===== src/rtl/vending_pkg.sv =====
// Shared types and constants for the vending machine datapath: FSM state codes,
// recipe encodings and the tick rate of the divided clock.
package vending_pkg;

  localparam int unsigned TICK_HZ = 32'd100;

  localparam logic [2:0] STEP_IDLE   = 3'd0;
  localparam logic [2:0] STEP_WATER  = 3'd1;
  localparam logic [2:0] STEP_COFFEE = 3'd2;
  localparam logic [2:0] STEP_CREAM  = 3'd3;
  localparam logic [2:0] STEP_SUGAR  = 3'd4;
  localparam logic [2:0] STEP_FINISH = 3'd5;

  typedef enum logic [2:0] {
    ST_IDLE   = STEP_IDLE,
    ST_WATER  = STEP_WATER,
    ST_COFFEE = STEP_COFFEE,
    ST_CREAM  = STEP_CREAM,
    ST_SUGAR  = STEP_SUGAR,
    ST_FINISH = STEP_FINISH
  } state_t;

  localparam logic [1:0] RCP_NONE        = 2'b00;
  localparam logic [1:0] RCP_BLACK       = 2'b01;
  localparam logic [1:0] RCP_CREAM       = 2'b10;
  localparam logic [1:0] RCP_CREAM_SUGAR = 2'b11;

  // A zero on-time would make a step vanish; every step lasts at least one tick.
  function automatic int unsigned eff_ticks(input int unsigned t);
    return (t == 32'd0) ? 32'd1 : t;
  endfunction

endpackage


===== src/rtl/coffee_dispense_sequencer_step_timer.sv =====
// Loadable down-counter that times each dispense step; it parks at zero
// rather than wrapping, so a step can only advance on an explicit reload.
module step_timer #(
  parameter int CNT_W = 10
) (
  input  logic             CLK,
  input  logic             RST,
  input  logic             load,
  input  logic [CNT_W-1:0] load_val,
  output logic             zero
);

  logic [CNT_W-1:0] cnt_r;

  // Count register: load has priority, otherwise decrement until zero.
  always_ff @(posedge CLK) begin
    if (RST) begin
      cnt_r <= {CNT_W{1'b0}};
    end else if (load) begin
      cnt_r <= load_val;
    end else if (cnt_r != {CNT_W{1'b0}}) begin
      cnt_r <= cnt_r - {{(CNT_W-1){1'b0}}, 1'b1};
    end else begin
      cnt_r <= cnt_r;
    end
  end

  assign zero = (cnt_r == {CNT_W{1'b0}});

endmodule


===== src/rtl/coffee_dispense_sequencer.sv =====
// Dispense sequencer: walks water -> coffee -> [cream -> [sugar]] -> finish,
// holding exactly one valve open per step for a programmed number of ticks.
module coffee_dispense_sequencer
  import vending_pkg::*;
#(
  parameter int unsigned T_WATER  = 32'd300,
  parameter int unsigned T_COFFEE = 32'd200,
  parameter int unsigned T_CREAM  = 32'd100,
  parameter int unsigned T_SUGAR  = 32'd100,
  parameter int          CNT_W    = 10
) (
  input  logic       CLK,
  input  logic       RST,
  input  logic       START,
  input  logic [1:0] RECIPE,
  input  logic       ABORT,
  output logic       BUSY,
  output logic       DONE,
  output logic       ABORTED,
  output logic       VALVE_WATER,
  output logic       VALVE_COFFEE,
  output logic       VALVE_CREAM,
  output logic       VALVE_SUGAR,
  output logic [2:0] STEP
);

  localparam int unsigned TW_E = eff_ticks(T_WATER);
  localparam int unsigned TC_E = eff_ticks(T_COFFEE);
  localparam int unsigned TM_E = eff_ticks(T_CREAM);
  localparam int unsigned TS_E = eff_ticks(T_SUGAR);
  localparam int unsigned MAX_WC = (TW_E > TC_E) ? TW_E : TC_E;
  localparam int unsigned MAX_MS = (TM_E > TS_E) ? TM_E : TS_E;
  localparam int unsigned MAX_T  = (MAX_WC > MAX_MS) ? MAX_WC : MAX_MS;

  localparam logic [CNT_W-1:0] LD_WATER  = CNT_W'(TW_E - 32'd1);
  localparam logic [CNT_W-1:0] LD_COFFEE = CNT_W'(TC_E - 32'd1);
  localparam logic [CNT_W-1:0] LD_CREAM  = CNT_W'(TM_E - 32'd1);
  localparam logic [CNT_W-1:0] LD_SUGAR  = CNT_W'(TS_E - 32'd1);

  if ((64'd1 << CNT_W) <= 64'(MAX_T)) begin : g_cnt_w_too_small
    $error("coffee_dispense_sequencer: CNT_W too narrow for the longest step");
  end

  state_t           state_r;
  state_t           nxt_s;
  logic [1:0]       rcp_r;
  logic             load_s;
  logic [CNT_W-1:0] load_val_s;
  logic             abort_hit_s;
  logic             tmr_zero_s;

  step_timer #(.CNT_W(CNT_W)) u_step_timer (
    .CLK      (CLK),
    .RST      (RST),
    .load     (load_s),
    .load_val (load_val_s),
    .zero     (tmr_zero_s)
  );

  // Next-state, timer reload and abort detection.
  always_comb begin
    nxt_s       = state_r;
    load_s      = 1'b0;
    load_val_s  = {CNT_W{1'b0}};
    abort_hit_s = 1'b0;
    case (state_r)
      ST_IDLE: begin
        if (START && (RECIPE != RCP_NONE) && !ABORT) begin
          nxt_s      = ST_WATER;
          load_s     = 1'b1;
          load_val_s = LD_WATER;
        end else begin
          nxt_s = ST_IDLE;
        end
      end
      ST_WATER: begin
        if (tmr_zero_s) begin
          nxt_s      = ST_COFFEE;
          load_s     = 1'b1;
          load_val_s = LD_COFFEE;
        end else begin
          nxt_s = ST_WATER;
        end
      end
      ST_COFFEE: begin
        if (tmr_zero_s && rcp_r[1]) begin
          nxt_s      = ST_CREAM;
          load_s     = 1'b1;
          load_val_s = LD_CREAM;
        end else if (tmr_zero_s) begin
          nxt_s = ST_FINISH;
        end else begin
          nxt_s = ST_COFFEE;
        end
      end
      ST_CREAM: begin
        if (tmr_zero_s && (rcp_r == RCP_CREAM_SUGAR)) begin
          nxt_s      = ST_SUGAR;
          load_s     = 1'b1;
          load_val_s = LD_SUGAR;
        end else if (tmr_zero_s) begin
          nxt_s = ST_FINISH;
        end else begin
          nxt_s = ST_CREAM;
        end
      end
      ST_SUGAR: begin
        if (tmr_zero_s) begin
          nxt_s = ST_FINISH;
        end else begin
          nxt_s = ST_SUGAR;
        end
      end
      ST_FINISH: begin
        nxt_s = ST_IDLE;
      end
      default: begin
        nxt_s = ST_IDLE;
      end
    endcase

    // DONE has already gone out in FINISH, so abort there is silent.
    if (ABORT && (state_r != ST_IDLE)) begin
      nxt_s       = ST_IDLE;
      load_s      = 1'b1;
      load_val_s  = {CNT_W{1'b0}};
      abort_hit_s = (state_r != ST_FINISH);
    end else begin
      abort_hit_s = 1'b0;
    end
  end

  // State, latched recipe and outputs registered together from the next state.
  always_ff @(posedge CLK) begin
    if (RST) begin
      state_r      <= ST_IDLE;
      rcp_r        <= RCP_NONE;
      STEP         <= STEP_IDLE;
      BUSY         <= 1'b0;
      DONE         <= 1'b0;
      ABORTED      <= 1'b0;
      VALVE_WATER  <= 1'b0;
      VALVE_COFFEE <= 1'b0;
      VALVE_CREAM  <= 1'b0;
      VALVE_SUGAR  <= 1'b0;
    end else begin
      state_r <= nxt_s;
      if ((state_r == ST_IDLE) && (nxt_s == ST_WATER)) begin
        rcp_r <= RECIPE;
      end else begin
        rcp_r <= rcp_r;
      end
      STEP         <= nxt_s;
      BUSY         <= (nxt_s != ST_IDLE);
      DONE         <= (nxt_s == ST_FINISH);
      ABORTED      <= abort_hit_s;
      VALVE_WATER  <= (nxt_s == ST_WATER);
      VALVE_COFFEE <= (nxt_s == ST_COFFEE);
      VALVE_CREAM  <= (nxt_s == ST_CREAM);
      VALVE_SUGAR  <= (nxt_s == ST_SUGAR);
    end
  end

endmodule


===== config.mk =====
export PLATFORM = sky130hd
export DESIGN_NAME = coffee_dispense_sequencer
export DESIGN_NICKNAME = d
export VERILOG_FILES = /design/src/rtl/vending_pkg.sv /design/src/rtl/coffee_dispense_sequencer_step_timer.sv /design/src/rtl/coffee_dispense_sequencer.sv
export SDC_FILE = /design/constraint.sdc
export NUM_CORES = 1
export LEC_CHECK = 0
export CAP_MARGIN = 10
export CELL_PAD_IN_SITES_DETAIL_PLACEMENT = 2
export CELL_PAD_IN_SITES_GLOBAL_PLACEMENT = 2
export CORE_MARGIN = 8
export CORE_UTILIZATION = 31
export CTS_CLUSTER_SIZE = 25
export DETAILED_ROUTE_END_ITERATION = 12
export PLACE_DENSITY = 0.87
export SLEW_MARGIN = 25
export SYNTH_ARGS = -nofsm -noshare
export SYNTH_HDL_FRONTEND = slang
export SYNTH_SLANG_ARGS = --single-unit

===== constraint.sdc =====
create_clock -name CLK -period 2.7 [get_ports CLK]
set_clock_uncertainty 0.2 [all_clocks]
set_input_delay 0.27 -clock CLK [delete_from_list [all_inputs] [get_ports CLK]]
set_output_delay 0.27 -clock CLK [all_outputs]
set_load 0.05 [all_outputs]

## After elaboration in Yosys (flattened, before gate mapping)

Index checks and enable logic that the tools add are counted.

- Flip-flop bits (word level): 22
- Bits of input ports: 6
- Output and inout port bits: 10

- $add $sub $neg: 1
- Equal/unequal tests: 11
- Multiplexer cells: 23
- Bitwise logic cells: 1
- Reductions and logical operators: 15

Operators with widths:

| cell | count |
|---|---|
| $pmux W9 S4 | 1 |
| $mux W10 | 3 |
| $mux W3 | 5 |
| $pmux W3 S5 | 1 |
| $mux W7 | 2 |
| $eq A3 B2 Y1 const B | 4 |
| $logic_not A10 Y1 | 1 |
| $reduce_bool A10 Y1 | 1 |
| $sub A10 B1 Y10 const B | 1 |
| $eq A3 B3 Y1 const B | 3 |
| $mux W9 | 1 |
| $mux W8 | 1 |
| $mux W1 | 7 |
| $eq A3 B1 Y1 const B | 2 |
| $logic_and A1 B1 Y1 | 6 |
| $reduce_bool A3 Y1 | 2 |
| $pmux W1 S4 | 1 |
| $reduce_bool A2 Y1 | 2 |
| $logic_not A3 Y1 | 1 |
| $ne A3 B3 Y1 const B | 1 |
| $eq A2 B2 Y1 const B | 1 |
| $mux W2 | 1 |
| $reduce_or A2 Y1 | 1 |
| $logic_not A1 Y1 | 1 |
| $not A1 Y1 | 1 |

## Depth between registers and ports, before layout

- Word-level depth: 8
- Gate-level depth with buffers: 8
- Mapped depth without buffers: 7

## By module

Synthesis repeated with hierarchy kept, for this count alone.

- Cells, all modules: 143
- Area total of the unflattened synthesis: 1257.5 um^2

Modules (own cells, without submodules):

| module | times used | cells each | area an instance (um^2) | seq. area each (um^2) |
|---|---|---|---|---|
| coffee_dispense_sequencer | 1 | 70 | 644.4 | 240.2 |
| step_timer | 1 | 73 | 613.1 | 200.2 |

## Worst setup path before layout

OpenSTA, ideal clock, no wires.

- Kind: register -> register
- From: reg state_r[1]
- To: reg VALVE_CREAM
- Library setup time: 0.066 ns
- Arrival time: 1.998 ns
- Required time: 2.434 ns
- Slack: 0.436 ns
- Cell stages (with the launch flop): 8
- Buffers on the path: 2
- Clock period less this slack: 2.264 ns
- Cell sequence: dfxtp_1 buf_2 or2_2 maj3_1 or2_2 clkbuf_1 a21oi_1 nor2b_1

- Longest elaborated chain between the ends: 4
- Elaborated cells on any way between the ends: 10
- Classes of those cells: eq/ne: 5; mux: 2; reduce/logical: 3

RTL lines:

| item | line | text |
|---|---|---|
| start: declaration | coffee_dispense_sequencer.sv:44 | `state_t state_r;` |
| start signal: assignment | coffee_dispense_sequencer.sv:147 | `state_r <= nxt_s;` |
| $eq A3 B3 Y1, or another cell as far along | coffee_dispense_sequencer.sv:66 | `case (state_r)` |
| $pmux W3 S5 or $logic_and A1 B1 Y1 (tied branches) | coffee_dispense_sequencer.sv:66, coffee_dispense_sequencer.sv:123 |  |
| $mux W3 (*) | coffee_dispense_sequencer.sv:123 | `if (ABORT && (state_r != ST_IDLE)) begin` |
| $eq A3 B2 Y1 (*) | coffee_dispense_sequencer.sv:159 | `VALVE_CREAM <= (nxt_s == ST_CREAM);` |
| end signal: assignment | coffee_dispense_sequencer.sv:159 |  |
| end: declaration | coffee_dispense_sequencer.sv:22 | `output logic VALVE_CREAM,` |

Every way passes the cells marked *; elsewhere a longest branch is shown, timed or not.
A chain may end at the register's enable or synchronous reset.

## Worst setup path in the final report

- From: reg u_step_timer.cnt_r[0]
- To: reg VALVE_SUGAR

- Longest elaborated chain between the ends: 6
- Elaborated cells on any way between the ends: 12
- Classes of those cells: eq/ne: 1; mux: 8; reduce/logical: 3

RTL lines:

| item | line | text |
|---|---|---|
| start: declaration | coffee_dispense_sequencer_step_timer.sv:13 | `logic [CNT_W-1:0] cnt_r;` |
| start signal: assignment | coffee_dispense_sequencer_step_timer.sv:18 | `cnt_r <= {CNT_W{1'b0}};` |
| start signal: assignment | coffee_dispense_sequencer_step_timer.sv:20 | `cnt_r <= load_val;` |
| start signal: assignment | coffee_dispense_sequencer_step_timer.sv:22 | `cnt_r <= cnt_r - {{(CNT_W-1){1'b0}}, 1'b1};` |
| $logic_not A10 Y1 (*) | coffee_dispense_sequencer_step_timer.sv:28 | `assign zero = (cnt_r == {CNT_W{1'b0}});` |
| $mux W3, or another cell as far along | coffee_dispense_sequencer.sv:90 | `end else if (tmr_zero_s) begin` |
| $mux W3, on equally long branches | coffee_dispense_sequencer.sv:86, coffee_dispense_sequencer.sv:97 |  |
| $pmux W3 S5 (*) | coffee_dispense_sequencer.sv:66 |  |
| $mux W3 (*) | coffee_dispense_sequencer.sv:123 |  |
| $eq A3 B3 Y1 (*) | coffee_dispense_sequencer.sv:160 | `VALVE_SUGAR <= (nxt_s == ST_SUGAR);` |
| end signal: assignment | coffee_dispense_sequencer.sv:160 |  |
| end: declaration | coffee_dispense_sequencer.sv:23 | `output logic VALVE_SUGAR,` |

Marked as above.

==> flow_summary.ini <==
[outcome]
outcome = completed

[timing]
finalCritPeriodShare_pct = 93.4
drv_slew = 0
final_setup_tns_ns = 0
hold_viol = 0
tightestPinTransition_ns = 0.685
fmax_ghz = 0.396
rsz0062_at_grt = no
maxSlewHeadroom_pct = 54.1
setup_viol = 0
finalCriticalPeriod_ns = 2.52

[floorplan]
io_pins = 16
fp.coreArea_um2 = 3360
die-area_um2 = 5700
floorplan.rows = 21
initial_utilization_pct = 32.7
die_height_um = 75.5
floorplan.die.width_um = 75.5

[worst_setup_path]
crit_path_end = VALVE_SUGAR
reg2reg_slack_ns = 0.18
setup.worst_path.start = u_step_timer.cnt_r[0]
critical_path_peak_fanout = 11
critPathSlowestCell = or4b_1
worstRegToRegCells = 7
regToRegEndpoint = VALVE_SUGAR
crit_arrival_ns = 2.55
startpoint_type = flip-flop
timing.critical_path.required_ns = 2.73
critPathKind = reg -> reg
worst_path_cell_trace = inv_1, ha_1, or4b_1, or3_4, a221oi_2, a22oi_1, and3b_1
setup.worst_path.end_class = flip-flop
r2r-start = u_step_timer.cnt_r[0]
slowest_delay_ns = 0.48

[global_routing]
global_route.overflow_total = 0
grt_first_pass_wirelength_um = 5430
first_global_vias = 1082
grt_max_degree = 14
grt_antenna_before_repair = 0
grtUsageTotal_pct = 12.6

[logic_synthesis]
post_synth.cell_area_avg_um2 = 8.65
netlist-cell-type-count = 41
synth_commonest_cells = dfxtp_1, nand2_1, nor2_1
synth_nets = 135
async_reset_ff_share_pct = 0
synth-edff-count = 0
ys.warnings.count = 0
synth_largest_type_area_fraction_pct = 40.1
syn-instance-count = 127
netlist_top_cells_area = dfxtp_1, nand2_1, a21oi_1, nor2_1, xor2_1
postSynthRegisterBits = 22
ys_seq_area_share_pct = 40.1
synthesis.area_um2 = 1100
yosys.cell_count.top_type = dfxtp_1
synthDominantAreaCellType = dfxtp_1
synth_flop_cell = dfxtp_1

[routing]
total_vias_in_the_final_route = 976
drt-vias-per-instance = 5.28
drt-initial-drc-count = 34
drt_drc_violations_left = 0
wl_per_cell_um = 17.8
antenna_violating_nets_post_route = 0
totalWireLength_um = 3300
dr.pass1.iters = 4

[clock_network]
postCtsResizedCells = 0
cts_tree = yes
clk_path_buf_depth = 2
cts_made_buffers = 3
insertion_delay_ns = 0.32
numClockSinks = 22
h_tree_depth_reported_by_cts = 1
ctsRootBufferMaster = clkbuf_4
post_cts_hold_buffer_count = 0
path_clk_slew_ns = 0.14
cts_post_setup_buffers_inserted = 0

[worst_hold_path]
holdCritPathClass = reg -> reg

[power_and_ir_drop]
max-vdd-ir-drop_uv = 403
p_per_area_nw_per_um2 = 1130
leakage_nw = 0.506
finalPower_w = 0.00150

[layout]
fraction_of_final_layout_cells_with_drive_strength_greater_than_1_pct = 10.8
net_total_in_the_final_layout = 148
post-route-cell-area_um2 = 1330
inserted_diodes = 0
layout-area-overhead-vs-synth_pct = 20.7
utilization_pct = 39.4

[placed_design]
postPlaceCellArea_um2 = 1270
routabilityCongestion = 0.860
detailed_placement_wirelength_estimate_um = 2490
portBuffers = 15

[flow_run]
max_cap_violations = 0
cells in the final DEF, fill, tap and decap left out, types with 3 or more instances in the layout:
| master | synthesis | routed |
|---|---|---|
| nand2b_1 | 4 | 4 |
| nor3_1 | 5 | 5 |
| nor2_1 | 10 | 10 |
| nand2_1 | 13 | 13 |
| dfxtp_1 | 22 | 22 |
| a21oi_1 | 9 | 9 |
| clkbuf_4 | 0 | 3 |
| xor2_1 | 4 | 4 |
| inv_1 | 5 | 5 |
| a211oi_1 | 3 | 3 |
| nor2b_1 | 3 | 3 |
| or2_2 | 3 | 3 |
| nor4_1 | 4 | 4 |
| clkdlybuf4s50_1 | 0 | 15 |
critical path: cells and delay by family (launching register included):
family	cells	cell delay [ns]
simple gates	3	1.11
fa+ha+maj	1	0.17
compound gates	2	0.46
buf+inv	1	0.11
flops	1	0.38
worst min path at each step:
stage	cells after the start	slack, ns	from	to
floorplan	1	0.14	RST	rcp_r[0]
global placement	2	0.27	rcp_r[0]	rcp_r[0]
detailed placement	2	0.29	rcp_r[0]	rcp_r[0]
CTS	2	0.31	rcp_r[0]	rcp_r[0]
global route	2	0.35	rcp_r[0]	rcp_r[0]
finish	2	0.30	rcp_r[0]	rcp_r[0]
per-stage QoR:
| step | hold WS (ns) | std cells | setup slack, ns |
|---|---|---|---|
| 2_1_floorplan | 0.139 | 127 | 0.436 |
| 3_3_place_gp | 0.271 | 181 | 0.334 |
| 3_5_place_dp | 0.292 | 181 | 0.215 |
| 4_1_cts | 0.312 | 185 | 0.171 |
| 5_1_grt | 0.354 | 185 | 0.0182 |
| 6_report | 0.303 | 185 | 0.177 |
power by group:
group / internal, W / switching (W)
registers: 0.000408 / 0.000100
logic: 0.000315 / 0.000418
clock network: 0.000150 / 0.000110
cell type report:
| cell class | count | area [um2] |
|---|---|---|
| clock inverter | 1 | 30.0 |
| tap | 46 | 57.6 |
| sequential | 22 | 440 |
| inverter | 5 | 18.8 |
| clock buffer | 3 | 22.5 |
| timing repair buffer | 16 | 158 |
| multi-input combinational | 92 | 599 |
| fill | 396 | 2040 |
state kept, by name (all words and copies together) (netlist names):
name and count:
rcp_r 2, u_step_timer.cnt_r 10, VALVE_CREAM 1, VALVE_SUGAR 1, state_r 3, BUSY 1, VALVE_WATER 1, DONE 1
ABORTED 1, VALVE_COFFEE 1
metal layers:
layer  global-route usage (%)  up-vias  share of wire [%]
met3                     1.97        4                2.6
met2                     22.1       12                 52
met4                     3.84        0                1.1
met5                        0        -                  0
met1                     15.3      486                 44
li1                         -      474                  -
cells by family after synthesis:
| family | after synthesis | share of synthesized area (%) |
|---|---|---|
| xor+xnor | 6 | 4.78 |
| flops | 22 | 40.1 |
| buf+inv | 13 | 5.35 |
| simple gates | 56 | 28.2 |
| compound gates | 27 | 18.3 |
| fa+ha+maj | 3 | 3.19 |
Note: power is estimated with default switching activity, not from simulation.
